`config.mk`:
```
export PLATFORM = sky130hd
export DESIGN_NAME = enemy_hit_reporter
export DESIGN_NICKNAME = d
export VERILOG_FILES = /design/src/rtl/hit_edge_pkg.sv /design/src/rtl/hit_edge_classifier.sv /design/src/rtl/enemy_hit_reporter.sv
export SDC_FILE = /design/constraint.sdc
export NUM_CORES = 1
export LEC_CHECK = 0
export ABC_AREA = 1
export CORE_ASPECT_RATIO = 0.8
export CORE_MARGIN = 2
export CORE_UTILIZATION = 50
export DETAILED_ROUTE_END_ITERATION = 16
export HOLD_SLACK_MARGIN = 0.03
export PLACE_DENSITY = 0.86
export SYNTH_ARGS = -nofsm -noshare
export SYNTH_HDL_FRONTEND = slang
export SYNTH_SLANG_ARGS = --single-unit
export TNS_END_PERCENT = 1
```
`constraint.sdc`:
```
create_clock -name clk -period 4.4 [get_ports clk]
set_input_delay 0.88 -clock clk [delete_from_list [all_inputs] [get_ports clk]]
set_output_delay 0.88 -clock clk [all_outputs]
set_load 0.01 [all_outputs]
```
`src/rtl/hit_edge_pkg.sv`:
```
// Shared edge codes, sprite defaults and reporter state encoding
// for the enemy/player hit logic.
package hit_edge_pkg;

    localparam logic [3:0] EDGE_NONE   = 4'b0000;
    localparam logic [3:0] EDGE_BOTTOM = 4'b0001;
    localparam logic [3:0] EDGE_RIGHT  = 4'b0010;
    localparam logic [3:0] EDGE_TOP    = 4'b0100;
    localparam logic [3:0] EDGE_LEFT   = 4'b1000;

    localparam int OBJECT_WIDTH_X_DEF = 32;
    localparam int OBJECT_HIGHT_Y_DEF = 32;
    localparam int EDGE_BAND_DEF      = 8;

    typedef enum logic [1:0] {
        IDLE_ST,
        ARMED_ST,
        REPORTED_ST
    } hit_state_t;

endpackage

```
`src/rtl/hit_edge_classifier.sv`:
```
// Combinational pixel-offset to one-hot edge code classifier.
// Top/bottom bands own the corners; out-of-sprite offsets give none.
module hit_edge_classifier
    import hit_edge_pkg::*;
#(
    parameter int OBJECT_WIDTH_X = OBJECT_WIDTH_X_DEF,
    parameter int OBJECT_HIGHT_Y = OBJECT_HIGHT_Y_DEF,
    parameter int EDGE_BAND      = EDGE_BAND_DEF
) (
    input  logic signed [10:0] offsetX,
    input  logic signed [10:0] offsetY,
    output logic        [3:0]  code
);

    localparam logic signed [10:0] W_L    = 11'(OBJECT_WIDTH_X);
    localparam logic signed [10:0] H_L    = 11'(OBJECT_HIGHT_Y);
    localparam logic signed [10:0] BAND_L = 11'(EDGE_BAND);
    localparam logic signed [10:0] BOT_L  = H_L - BAND_L;
    localparam logic signed [10:0] RGT_L  = W_L - BAND_L;

    logic in_sprite;

    // Offset must lie inside the sprite rectangle to be classified.
    always_comb begin
        in_sprite = !offsetX[10] && !offsetY[10] &&
                    (offsetX < W_L) && (offsetY < H_L);
    end

    // Band priority: top, bottom, left, right, else centre.
    always_comb begin
        code = EDGE_NONE;
        if (in_sprite) begin
            if (offsetY < BAND_L)
                code = EDGE_TOP;
            else if (offsetY >= BOT_L)
                code = EDGE_BOTTOM;
            else if (offsetX < BAND_L)
                code = EDGE_LEFT;
            else if (offsetX >= RGT_L)
                code = EDGE_RIGHT;
        end
    end

endmodule

```
`src/rtl/enemy_hit_reporter.sv`:
```
// Per-frame enemy collision reporter: one pulse and held edge code.
// Optional stats ports are enabled by ENEMY_HIT_STATS_EN.
module enemy_hit_reporter
    import hit_edge_pkg::*;
#(
    parameter int OBJECT_WIDTH_X     = OBJECT_WIDTH_X_DEF,
    parameter int OBJECT_HIGHT_Y     = OBJECT_HIGHT_Y_DEF,
    parameter int EDGE_BAND          = EDGE_BAND_DEF,
    parameter int MIN_OVERLAP_PIXELS = 2
) (
    input  logic               clk,
    input  logic               resetN,
    input  logic               startOfFrame,
    input  logic               enemyDR,
    input  logic               obstacleDR,
    input  logic signed [10:0] offsetX,
    input  logic signed [10:0] offsetY,
`ifdef ENEMY_HIT_STATS_EN
    output logic        [15:0] hit_frames,
    output logic        [3:0]  last_edge,
`endif
    output logic               collision,
    output logic        [3:0]  HitEdgeCode
);

    localparam logic [7:0] MIN_L = 8'(MIN_OVERLAP_PIXELS);

    hit_state_t state;
    logic [7:0] pix_cnt;
    logic [7:0] cnt_inc;
    logic [3:0] pix_code;
    logic       qual;
    logic       report;

    hit_edge_classifier #(
        .OBJECT_WIDTH_X (OBJECT_WIDTH_X),
        .OBJECT_HIGHT_Y (OBJECT_HIGHT_Y),
        .EDGE_BAND      (EDGE_BAND)
    ) u_classifier (
        .offsetX (offsetX),
        .offsetY (offsetY),
        .code    (pix_code)
    );

    // Qualifying pixel detect, saturating increment and report edge.
    always_comb begin
        qual    = enemyDR && obstacleDR && (pix_code != EDGE_NONE);
        cnt_inc = (pix_cnt == 8'hFF) ? pix_cnt : pix_cnt + 8'd1;
        report  = (state == ARMED_ST) && !startOfFrame &&
                  qual && (cnt_inc == MIN_L);
    end

    // Frame state machine with registered pulse and edge code.
    always_ff @(posedge clk or negedge resetN) begin
        if (!resetN) begin
            state       <= IDLE_ST;
            pix_cnt     <= 8'd0;
            collision   <= 1'b0;
            HitEdgeCode <= EDGE_NONE;
        end else begin
            unique case (state)
                IDLE_ST: begin
                    collision   <= 1'b0;
                    HitEdgeCode <= EDGE_NONE;
                    pix_cnt     <= 8'd0;
                    if (startOfFrame)
                        state <= ARMED_ST;
                end
                ARMED_ST: begin
                    if (startOfFrame) begin
                        pix_cnt     <= 8'd0;
                        collision   <= 1'b0;
                        HitEdgeCode <= EDGE_NONE;
                    end else if (qual) begin
                        pix_cnt <= cnt_inc;
                        if (report) begin
                            collision   <= 1'b1;
                            HitEdgeCode <= pix_code;
                            state       <= REPORTED_ST;
                        end
                    end
                end
                REPORTED_ST: begin
                    collision <= 1'b0;
                    if (startOfFrame) begin
                        pix_cnt     <= 8'd0;
                        HitEdgeCode <= EDGE_NONE;
                        state       <= ARMED_ST;
                    end
                end
                default: begin
                    state <= IDLE_ST;
                end
            endcase
        end
    end

`ifdef ENEMY_HIT_STATS_EN
    // Reported-frame count (saturating) and sticky last edge.
    always_ff @(posedge clk or negedge resetN) begin
        if (!resetN) begin
            hit_frames <= 16'd0;
            last_edge  <= EDGE_NONE;
        end else if (report) begin
            if (hit_frames != 16'hFFFF)
                hit_frames <= hit_frames + 16'd1;
            last_edge <= pix_code;
        end
    end
`endif

endmodule

```
==> out/metrics.csv, run 1 <==
metric;value;unit
status;complete, no violations;
cap_viol_max_count;0;
internal_reg_to_reg_setup_slack;2.28;ns
dieWidth;56.38;um
cts_root_buffer;clkbuf_4;
placement.io_buffers;25;
critical_path.max_stage_delay;0.44;ns
grt_pass1_vias;1070;
worstSkewPairLatency;0.30;ns
max-clock-path-buffers;2;
ant_nets;0;
post-layout-total-power;0.2975;mW
worst_clock_skew;0.01046;ns
rsz_0062_raised_after_global_routing;false;
max-vdd-ir-drop;0.0001853;V
wl;2559;um
ys_dominant_reg_cell;dfrtp_1;
floorplan.core_area;0.002121;mm^2
critical_path_class;in2reg;
vias_per_cell;5.135;
drt-pass1-iter-count;4;
synth_area_per_cell;6.532;um^2
route.vias.total;1140;
synth_seq_cells;15;
crit_start_category;input port;
synth.net_count;197;
synth_warnings;0;
finalSetupTns;0;ns
ys_async_sr_fraction;1.000;
cts.sink_count;15;
fp.dieArea;0.002588;mm^2
cp.arrival;2.62;ns
route.detailed.wl_per_inst;11.53;um
cpMaxStageDelayCell;clkdlybuf4s50_1;
detailedRoute.firstIterationViolations;66;
critical_path_required;4.64;ns
drc;0;
post_cts_hold_buffer_count;0;
synth-edff-count;0;
postLayoutCellArea;0.001409;mm^2
timing.hold.worst.class;reg2reg;
grt.total_usage;0.2223;
boundaryPins;32;
final_common_cell;nand2_1;
areaGrowthSynthToFinish;28.39;%
critPathMaxFanout;6;
part_of_the_cycle_the_worst_path_needs;0.5414;
total_leakage_power;0.6545;nW
clock.fmax;0.4198;GHz
global_route_wire_length_before_repair;4443;um
worst-r2r-cell-count;13;
num_antenna_cells;0;
finalHoldViolations;0;
post-place-cells;218;
clock_tree_from_tritoncts;yes;
post-cts-setup-buffers;0;
dieHeight;45.90;um
htreeDepth;1;
final.min_clock_period;2.382;ns
placed_cell_areas;0.001379;mm^2
gp_weighted_congestion;0.9153;
worstHoldPathCells;2;
final_cell_count_no_fill;222;
clk_pin_slew;0.11;ns
tightest_slew;0.7024;ns
worst_path_most_repeated_cell;nand2_1;
crit_path_cell_trace;clkdlybuf4s50_1 > nor2_1 > nand2_1 > nor2_1 > nand2_1 > nor2_1 > nand2_1 > nand3_2 > nand2_1 > nor2_2 > nand3_1 > o21ai_1;
initial_utilization;0.5174;
grt_overflow;0;
maximum_number_of_pins_on_one_net_before_global_route_repair;16;
ctsResizeCount;0;
power.density_cell_area;211.2;mW/mm^2
setup_viol;0;
numCtsBuffers;3;
end_kind;flip-flop;
final_max_slew_viol_count;0;
slew_headroom;0.5303;
place_hpwl;2084;um
synth_sequential_area_ratio;0.3421;
final_nets;227;
antenna_found_initial;0;
layout_common_cells;nand2_1, nor2_1, clkdlybuf4s50_1;
syn_inst;168;
drive_gt1_frac;0.08122;
synth_area;0.001097;mm^2
yosysUniqueCellTypes;23;
rows;15;
[path summary, 6_finish.rpt]
path                        startpoint              to
max                        offsetY[10]      pix_cnt[6]
min                          collision       collision
max reg2reg                 pix_cnt[0]  HitEdgeCode[1]
min reg2reg                  collision       collision
max in group asynchronous       resetN      pix_cnt[7]
min in group asynchronous       resetN      pix_cnt[0]
[flip-flops by register name, indices dropped and copies added (netlist names)]
| name | flops |
|---|---|
| collision | 1 |
| state | 2 |
| pix_cnt | 8 |
| HitEdgeCode | 4 |
[layer usage]
metal	track usage	wire, um	part of all wire	vias up
met2	0.4071	1243	0.49	26
met1	0.2712	1182	0.46	508
met3	0.03693	86	0.034	7
met5	0	0	0	-
li1	-	-	-	599
met4	0.07619	46	0.018	0
[final cells by class]
cell class	count	area [um^2]
Inverter	16	60.06
Clock buffer	3	22.52
Multi-Input combinational cell	137	661.9
Sequential cell	15	375.4
Clock inverter	1	7.507
Fill cell	174	711.9
Tap cell	25	31.28
Timing Repair Buffer	25	250.2
[through the flow]
step | utilization | setup WS, ns | hold WS [ns]
after floorplan | - | 2.391 | 0.4879
after global placement | 0.6501 | 1.811 | 0.4533
after detailed placement | 0.6501 | 1.717 | 0.4593
after CTS | 0.6643 | 2.022 | 0.4851
after global routing | 0.6643 | 1.824 | 0.5111
final | 0.6643 | 2.018 | 0.4789
[cells by family (layout without fill, tap and decap cells)]
group / count (synthesis) / after routing / share of synthesized area
buffers and inverters: 16 / 45 / 0.05473
DFF: 15 / 15 / 0.3421
AOI/OAI and AO/OA: 15 / 15 / 0.07867
xor gates and xnor gates: 2 / 2 / 0.01597
and+or+nand+nor: 118 / 118 / 0.4857
adders and majority gates: 2 / 2 / 0.02280
[critical path: cells and delay by family]
| family | cells | cell delay [ns] |
|---|---|---|
| buffers and inverters | 1 | 0.44 |
| and+or+nand+nor | 10 | 1.20 |
| AOI/OAI and AO/OA | 1 | 0.09 |
[power breakdown]
group	leakage [nW]	internal (mW)	switching [mW]
logic	0.437	0.0308	0.0326
clock network	0.0139	0.0347	0.0517
registers	0.203	0.142	0.00567
[Yosys cell counts, drive strengths merged, types with 2 or more instances]
library cell  instances  area, um^2
nand2                60       245.2
nor2                 31       131.4
ha                    2       25.02
o21bai                2       18.77
dfrtp                15       375.4
o21ai                12       60.05
nand3b                2       15.01
nand3                20       110.1
nand4                 2       12.51
inv                  16       60.05
xnor2                 2       17.52
Note: power is estimated with default switching activity, not from simulation.
==> inputs of run 2 (changes only) <==
--- a/config.mk
+++ b/config.mk
@@ -8,10 +8,10 @@
 export ABC_AREA = 1
 export CORE_ASPECT_RATIO = 0.8
 export CORE_MARGIN = 2
-export CORE_UTILIZATION = 50
+export CORE_UTILIZATION = 47
 export DETAILED_ROUTE_END_ITERATION = 16
 export HOLD_SLACK_MARGIN = 0.03
-export PLACE_DENSITY = 0.86
+export PLACE_DENSITY = 0.81
 export SYNTH_ARGS = -nofsm -noshare
 export SYNTH_HDL_FRONTEND = slang
 export SYNTH_SLANG_ARGS = --single-unit
==> constraint.sdc (replaced) <==
create_clock -name clk -period 2.2 [get_ports clk]
set_input_delay 0.44 -clock clk [delete_from_list [all_inputs] [get_ports clk]]
set_output_delay 0.44 -clock clk [all_outputs]
set_load 0.01 [all_outputs]
==> run 2 against run 1 <==
  * Final area rose by 0.36%
  * Worst setup slack got worse by 1.9 ns
  * Sequential power rose by 100%
  * First-iteration DRC count fell by 32%
  * Highest routed layer unchanged
  * Clock-buffer cell count did not move
  * Worst hold slack improved by 0.017 ns
  * Sequential share of layout area fell by 0.094 points
==> out/metrics.csv, run 2 (same netlist as run 1, synthesis figures left out) <==
metric;value;unit;change
vias_per_cell;5.206;;+1.4%
cts.sink_count;15;;unchanged
initial_utilization;0.5040;;-0.01338
final.min_clock_period;2.034;ns;
drt-pass1-iter-count;4;;unchanged
cp.arrival;2.23;ns;-0.39 ns
areaGrowthSynthToFinish;28.85;%;
final_common_cell;nand2_1;;
global_route_wire_length_before_repair;4353;um;-2.0%
power.density_cell_area;418.7;mW/mm^2;+98%
rsz_0062_raised_after_global_routing;false;;
status;complete, no violations;;
drive_gt1_frac;0.08586;;+0.004640
htreeDepth;1;;unchanged
cap_viol_max_count;0;;unchanged
timing.rr.start;pix_cnt[0];;
internal_reg_to_reg_setup_slack;0.17;ns;-2.11 ns
critical_path_required;2.39;ns;-2.25 ns
fp.dieArea;0.002739;mm^2;+5.9%
numCtsBuffers;3;;unchanged
final_nets;228;;+0.44%
route.detailed.wl_per_inst;11.96;um;+3.8%
worst-r2r-cell-count;13;;unchanged
num_antenna_cells;0;;unchanged
worstSkewPairLatency;0.31;ns;about the same
critical_path_class;reg2reg;;
grt.total_usage;0.2182;;-0.004066
postLayoutCellArea;0.001414;mm^2;+0.36%
boundaryPins;32;;unchanged
dieHeight;47.22;um;+2.9%
ctsResizeCount;0;;unchanged
slew_headroom;0.5469;;+0.01665
detailedRoute.firstIterationViolations;45;;-32%
clock_tree_from_tritoncts;yes;;
postLayoutSetupSlackWorst;0.1664;ns;-1.851 ns
antenna_found_initial;0;;unchanged
capture_point_of_the_worst_path;HitEdgeCode[2];;
place_hpwl;2151;um;+3.2%
dieWidth;58.02;um;+2.9%
largest_register_by_flop_count;pix_cnt;;
critical_path.startpoint;pix_cnt[0];;
r2r-end;HitEdgeCode[2];;
rows;15;;unchanged
post-cts-setup-buffers;0;;unchanged
timing.hold.worst.class;reg2reg;;
max-vdd-ir-drop;0.0002924;V;+58%
post-layout-total-power;0.5921;mW;+99%
reg_top3;pix_cnt (8), HitEdgeCode (4), state (2);;
wl;2668;um;+4.3%
route.vias.total;1161;;+1.8%
placed_cell_areas;0.001386;mm^2;+0.54%
detailedPlace.worstSlack;-0.01455;ns;-1.731 ns
finalHoldWorstSlack;0.4959;ns;+0.01706 ns
crit_start_category;flip-flop;;
gp_weighted_congestion;0.9351;;+2.2%
ant_nets;0;;unchanged
tightest_slew;0.6775;ns;-0.02489 ns
end_kind;flip-flop;;
fillers;185;;+6.3%
clk_pin_slew;0.10;ns;about the same
grt_overflow;0;;unchanged
worst_clock_skew;0.01199;ns;+0.001533 ns
finalHoldViolations;0;;unchanged
part_of_the_cycle_the_worst_path_needs;0.9244;;
placement.io_buffers;25;;unchanged
layout_common_cells;nand2_1, nor2_1, clkdlybuf4s50_1;;
final_max_slew_viol_count;0;;unchanged
post_cts_hold_buffer_count;0;;unchanged
grt_pass1_vias;1047;;-2.1%
cts_root_buffer;clkbuf_4;;
clock.fmax;0.4917;GHz;
floorplan.core_area;0.002177;mm^2;+2.7%
total_leakage_power;0.6624;nW;+1.2%
drc;0;;unchanged
critPathMaxFanout;9;;+3
max_ffs_per_register;8;;unchanged
maximum_number_of_pins_on_one_net_before_global_route_repair;16;;unchanged
max-clock-path-buffers;2;;unchanged
setup_viol;0;;unchanged
==> run 2: changes by cell type in the layout (fill, tap and decap cells not counted) <==
cell and change:
clkinv_2 +1, buf_4 +1, clkinvlp_4 -1
==> run 2: through the flow <==
step                      instances  setup TNS, ns    util
after floorplan                 168              0       -
after global placement          219              0  0.6368
after detailed placement        219       -0.01455  0.6368
after CTS                       223              0  0.6494
after global routing            223              0  0.6494
final                           223              0  0.6494
==> run 2: how the worst min path moves through the flow <==
stage	startpoint	endpoint	slack (ns)	depth (start not counted)
after floorplan	resetN	HitEdgeCode[0]	0.14	0
after global placement	collision	collision	0.45	2
after detailed placement	HitEdgeCode[0]	HitEdgeCode[0]	0.46	2
after CTS	HitEdgeCode[3]	HitEdgeCode[3]	0.49	2
after global routing	collision	collision	0.51	2
final	collision	collision	0.50	2
==> run 2: routing by layer <==
| layer | share of wire | vias up | track usage |
|---|---|---|---|
| met5 | 0 | - | 0 |
| met4 | 0.015 | 0 | 0.08837 |
| met3 | 0.057 | 5 | 0.06887 |
| met2 | 0.46 | 36 | 0.3682 |
| met1 | 0.47 | 521 | 0.2660 |
| li1 | - | 599 | - |
==> run 2: where the power goes <==
group	switching [mW]	internal (mW)	leakage (nW)
Clock	0.101	0.0680	0.0177
Combinational	0.0652	0.0618	0.441
Sequential	0.0120	0.284	0.203
Total	0.178	0.414	0.662
==> run 2: area by class of cell <==
cell class	count	area (um^2)	area share
multi-input combinational	137	661.9	0.4681
sequential	15	375.4	0.2655
timing repair buffer	26	257.7	0.1823
inverter	16	60.06	0.04248
tap	25	31.28	0.02212
clock buffer	3	22.52	0.01593
clock inverter	1	5.005	0.003540
==> run 2: worst max-delay path: stages, from the launching register on <==
cell and delay (ns):
dfrtp_1 0.45, ha_1 0.30, inv_1 0.12, nor2_4 0.05
nand2_2 0.16, nand2_1 0.11, nor2_1 0.09, nand3_1 0.07
nor2_1 0.14, nand3_2 0.14, nand2_4 0.12, nand2_4 0.06
nand2_1 0.05, nand2_1 0.05
==> inputs of run 3 (changes only) <==
--- a/config.mk
+++ b/config.mk
@@ -12,6 +12,7 @@
 export DETAILED_ROUTE_END_ITERATION = 16
 export HOLD_SLACK_MARGIN = 0.03
 export PLACE_DENSITY = 0.81
+export SETUP_SLACK_MARGIN = 0.15
 export SYNTH_ARGS = -nofsm -noshare
 export SYNTH_HDL_FRONTEND = slang
 export SYNTH_SLANG_ARGS = --single-unit
==> run 3 against run 2 <==
  * Clock power hardly changed
  * Register-to-register slack improved by 0.07 ns
  * Via count grew 1.0%
  * Sequential share of layout area is 0.17 points lower
  * Sequential power about the same
  * Final cell count stayed put
  * Flip-flop and latch count unchanged
  * Critical path type unchanged
  * Largest cell class unchanged
  * Largest power group unchanged
  * Highest routed layer unchanged
==> out/metrics.csv, run 3 (same netlist as run 1, synthesis figures left out) <==
metric;value;unit;change
gp_weighted_congestion;0.9351;;unchanged
total_switching_power;0.1805;mW;+1.4%
ant_nets;0;;unchanged
boundaryPins;32;;unchanged
htreeDepth;1;;unchanged
worstHoldPathCells;2;;unchanged
rsz_0062_raised_after_global_routing;true;;
internal_reg_to_reg_setup_slack;0.24;ns;+0.07 ns
power.density_cell_area;417.7;mW/mm^2;-0.25%
crit_start_category;flip-flop;;
netSwitchingFraction;0.3027;;+0.001926
largest_register_by_flop_count;pix_cnt;;
clock_tree_from_tritoncts;yes;;
clock_power_frac;0.282;;-0.003
cts_root_buffer;clkbuf_4;;
grtUsageMet2;0.3682;;unchanged
drt-pass1-iter-count;4;;unchanged
max-vdd-ir-drop;0.0002906;V;-0.60%
cts.sink_count;15;;unchanged
route.detailed.wl_per_inst;12.35;um;+3.3%
worst-r2r-cell-count;13;;unchanged
maximum_number_of_pins_on_one_net_before_global_route_repair;16;;unchanged
final_common_cell;nand2_1;;
num_antenna_cells;0;;unchanged
finalSetupTns;0;ns;unchanged
final_nets;228;;unchanged
grt_use_met1;0.2660;;unchanged
max-clock-path-buffers;2;;unchanged
numCtsBuffers;3;;unchanged
placement.io_buffers;25;;unchanged
vias_per_cell;5.260;;+1.0%
critical_path_class;reg2reg;;
pwr-share-seq;0.498;;-0.002
tightest_slew;0.6995;ns;+0.02202 ns
r2r-end;HitEdgeCode[2];;
reg_top3;pix_cnt (8), HitEdgeCode (4), state (2);;
top_usage_layer;met2;;
end_kind;flip-flop;;
part_of_the_cycle_the_worst_path_needs;0.8922;;-0.03214
grt.total_usage;0.2182;;unchanged
grt_overflow;0;;unchanged
rows;15;;unchanged
drive_gt1_frac;0.09596;;+0.01010
cp.arrival;2.15;ns;-0.08 ns
route.vias.total;1173;;+1.0%
worstHoldEndpoint;HitEdgeCode[0];;
finalHoldViolations;0;;unchanged
comb_power_share;0.220;;+0.006
slew_headroom;0.5322;;-0.01473
post-place-cells;219;;unchanged
final_cell_count_no_fill;223;;unchanged
initial_utilization;0.5040;;unchanged
cap_viol_max_count;0;;unchanged
total_leakage_power;0.6595;nW;-0.45%
timing.rr.start;pix_cnt[0];;
areaGrowthSynthToFinish;30.10;%;
wl;2755;um;+3.3%
dieHeight;47.22;um;unchanged
internal_power;0.4158;mW;+0.45%
place_hpwl;2151;um;unchanged
worstSkewPairLatency;0.30;ns;about the same
clk_pin_slew;0.10;ns;about the same
dieWidth;58.02;um;unchanged
layout_common_cells;nand2_1, nor2_1, clkdlybuf4s50_1;;
worstHoldStart;HitEdgeCode[0];;
post-cts-setup-buffers;0;;unchanged
max_ffs_per_register;8;;unchanged
global_route_wire_length_before_repair;4353;um;unchanged
timing.hold.worst.class;reg2reg;;
detailedRoute.firstIterationViolations;37;;-18%
fp.dieArea;0.002739;mm^2;unchanged
final.min_clock_period;1.963;ns;-0.07072 ns
critical_path_required;2.39;ns;about the same
setup_viol;0;;unchanged
global_route.usage.met3;0.06887;;unchanged
worst_clock_skew;0.01208;ns;+0.00008710 ns
antenna_found_initial;0;;unchanged
critPathMaxFanout;9;;unchanged
status;complete, no violations;;
drc;0;;unchanged
floorplan.core_area;0.002177;mm^2;unchanged
final_max_slew_viol_count;0;;unchanged
grt_pass1_vias;1047;;unchanged
clock.fmax;0.5095;GHz;+3.6%
run 3: power by group through the flow:
stage	sequential (mW)	combinational, mW	clock, mW
after floorplan	0.298	0.0682	0
after global placement	0.300	0.121	0
after detailed placement	0.302	0.127	0
after CTS	0.296	0.128	0.169
after global routing	0.298	0.146	0.181
final	0.297	0.131	0.168
run 3: layout make-up:
type	count	area, um^2
repair buffers	26	257.7
multi-input cells	137	674.4
clock buffers	3	22.52
flip-flops and latches	15	376.6
clock inverters	1	5.005
well taps	25	31.28
inverters	16	60.06
fillers	188	749.5
run 3: worst max path at each step:
stage,startpoint,to,cells after the start
finish,pix_cnt[0],HitEdgeCode[2],13
global route,offsetY[10],pix_cnt[1],12
CTS,pix_cnt[0],HitEdgeCode[2],13
detailed placement,offsetX[7],pix_cnt[2],12
global placement,offsetY[10],pix_cnt[2],12
floorplan,pix_cnt[0],HitEdgeCode[0],13
run 3: per-layer routing:
metal  up-vias  part of all wire  wire (um)
met5         -                 0          0
met4         0             0.026         71
met3        11             0.062        170
met2        43              0.47       1289
met1       520              0.44       1223
li1        599                 -          -
run 3: worst max-delay path: stages, from the launching register on:
cell and delay (ns):
dfrtp_2 0.45, ha_2 0.24, inv_1 0.10, nor2_4 0.05, nand2_2 0.16, nand2_1 0.11
nor2_1 0.10, nand3_1 0.07, nor2_1 0.14, nand3_2 0.14, nand2_4 0.12, nand2_4 0.06
nand2_1 0.05, nand2_1 0.05
run 3: what timing repair did:
item | in CTS | in global routing
hold buffers | 0 | 0
setup endpoints to repair | 0 | 14
resized for setup | 0 | 5
run 3: through the flow:
stage                     total power [mW]  area (um^2)    util  setup WS, ns  hold slack [ns]
final                               0.5963         1428  0.6557        0.2371           0.4965
after global routing                0.6249         1428  0.6557        0.1074           0.5114
after CTS                           0.5928         1414  0.6494        0.1786           0.4941
after detailed placement            0.4289         1386  0.6368      -0.01455           0.4647
after global placement              0.4202         1386  0.6368       0.05405           0.4542
after floorplan                     0.3666         1097       -        0.4263           0.1444
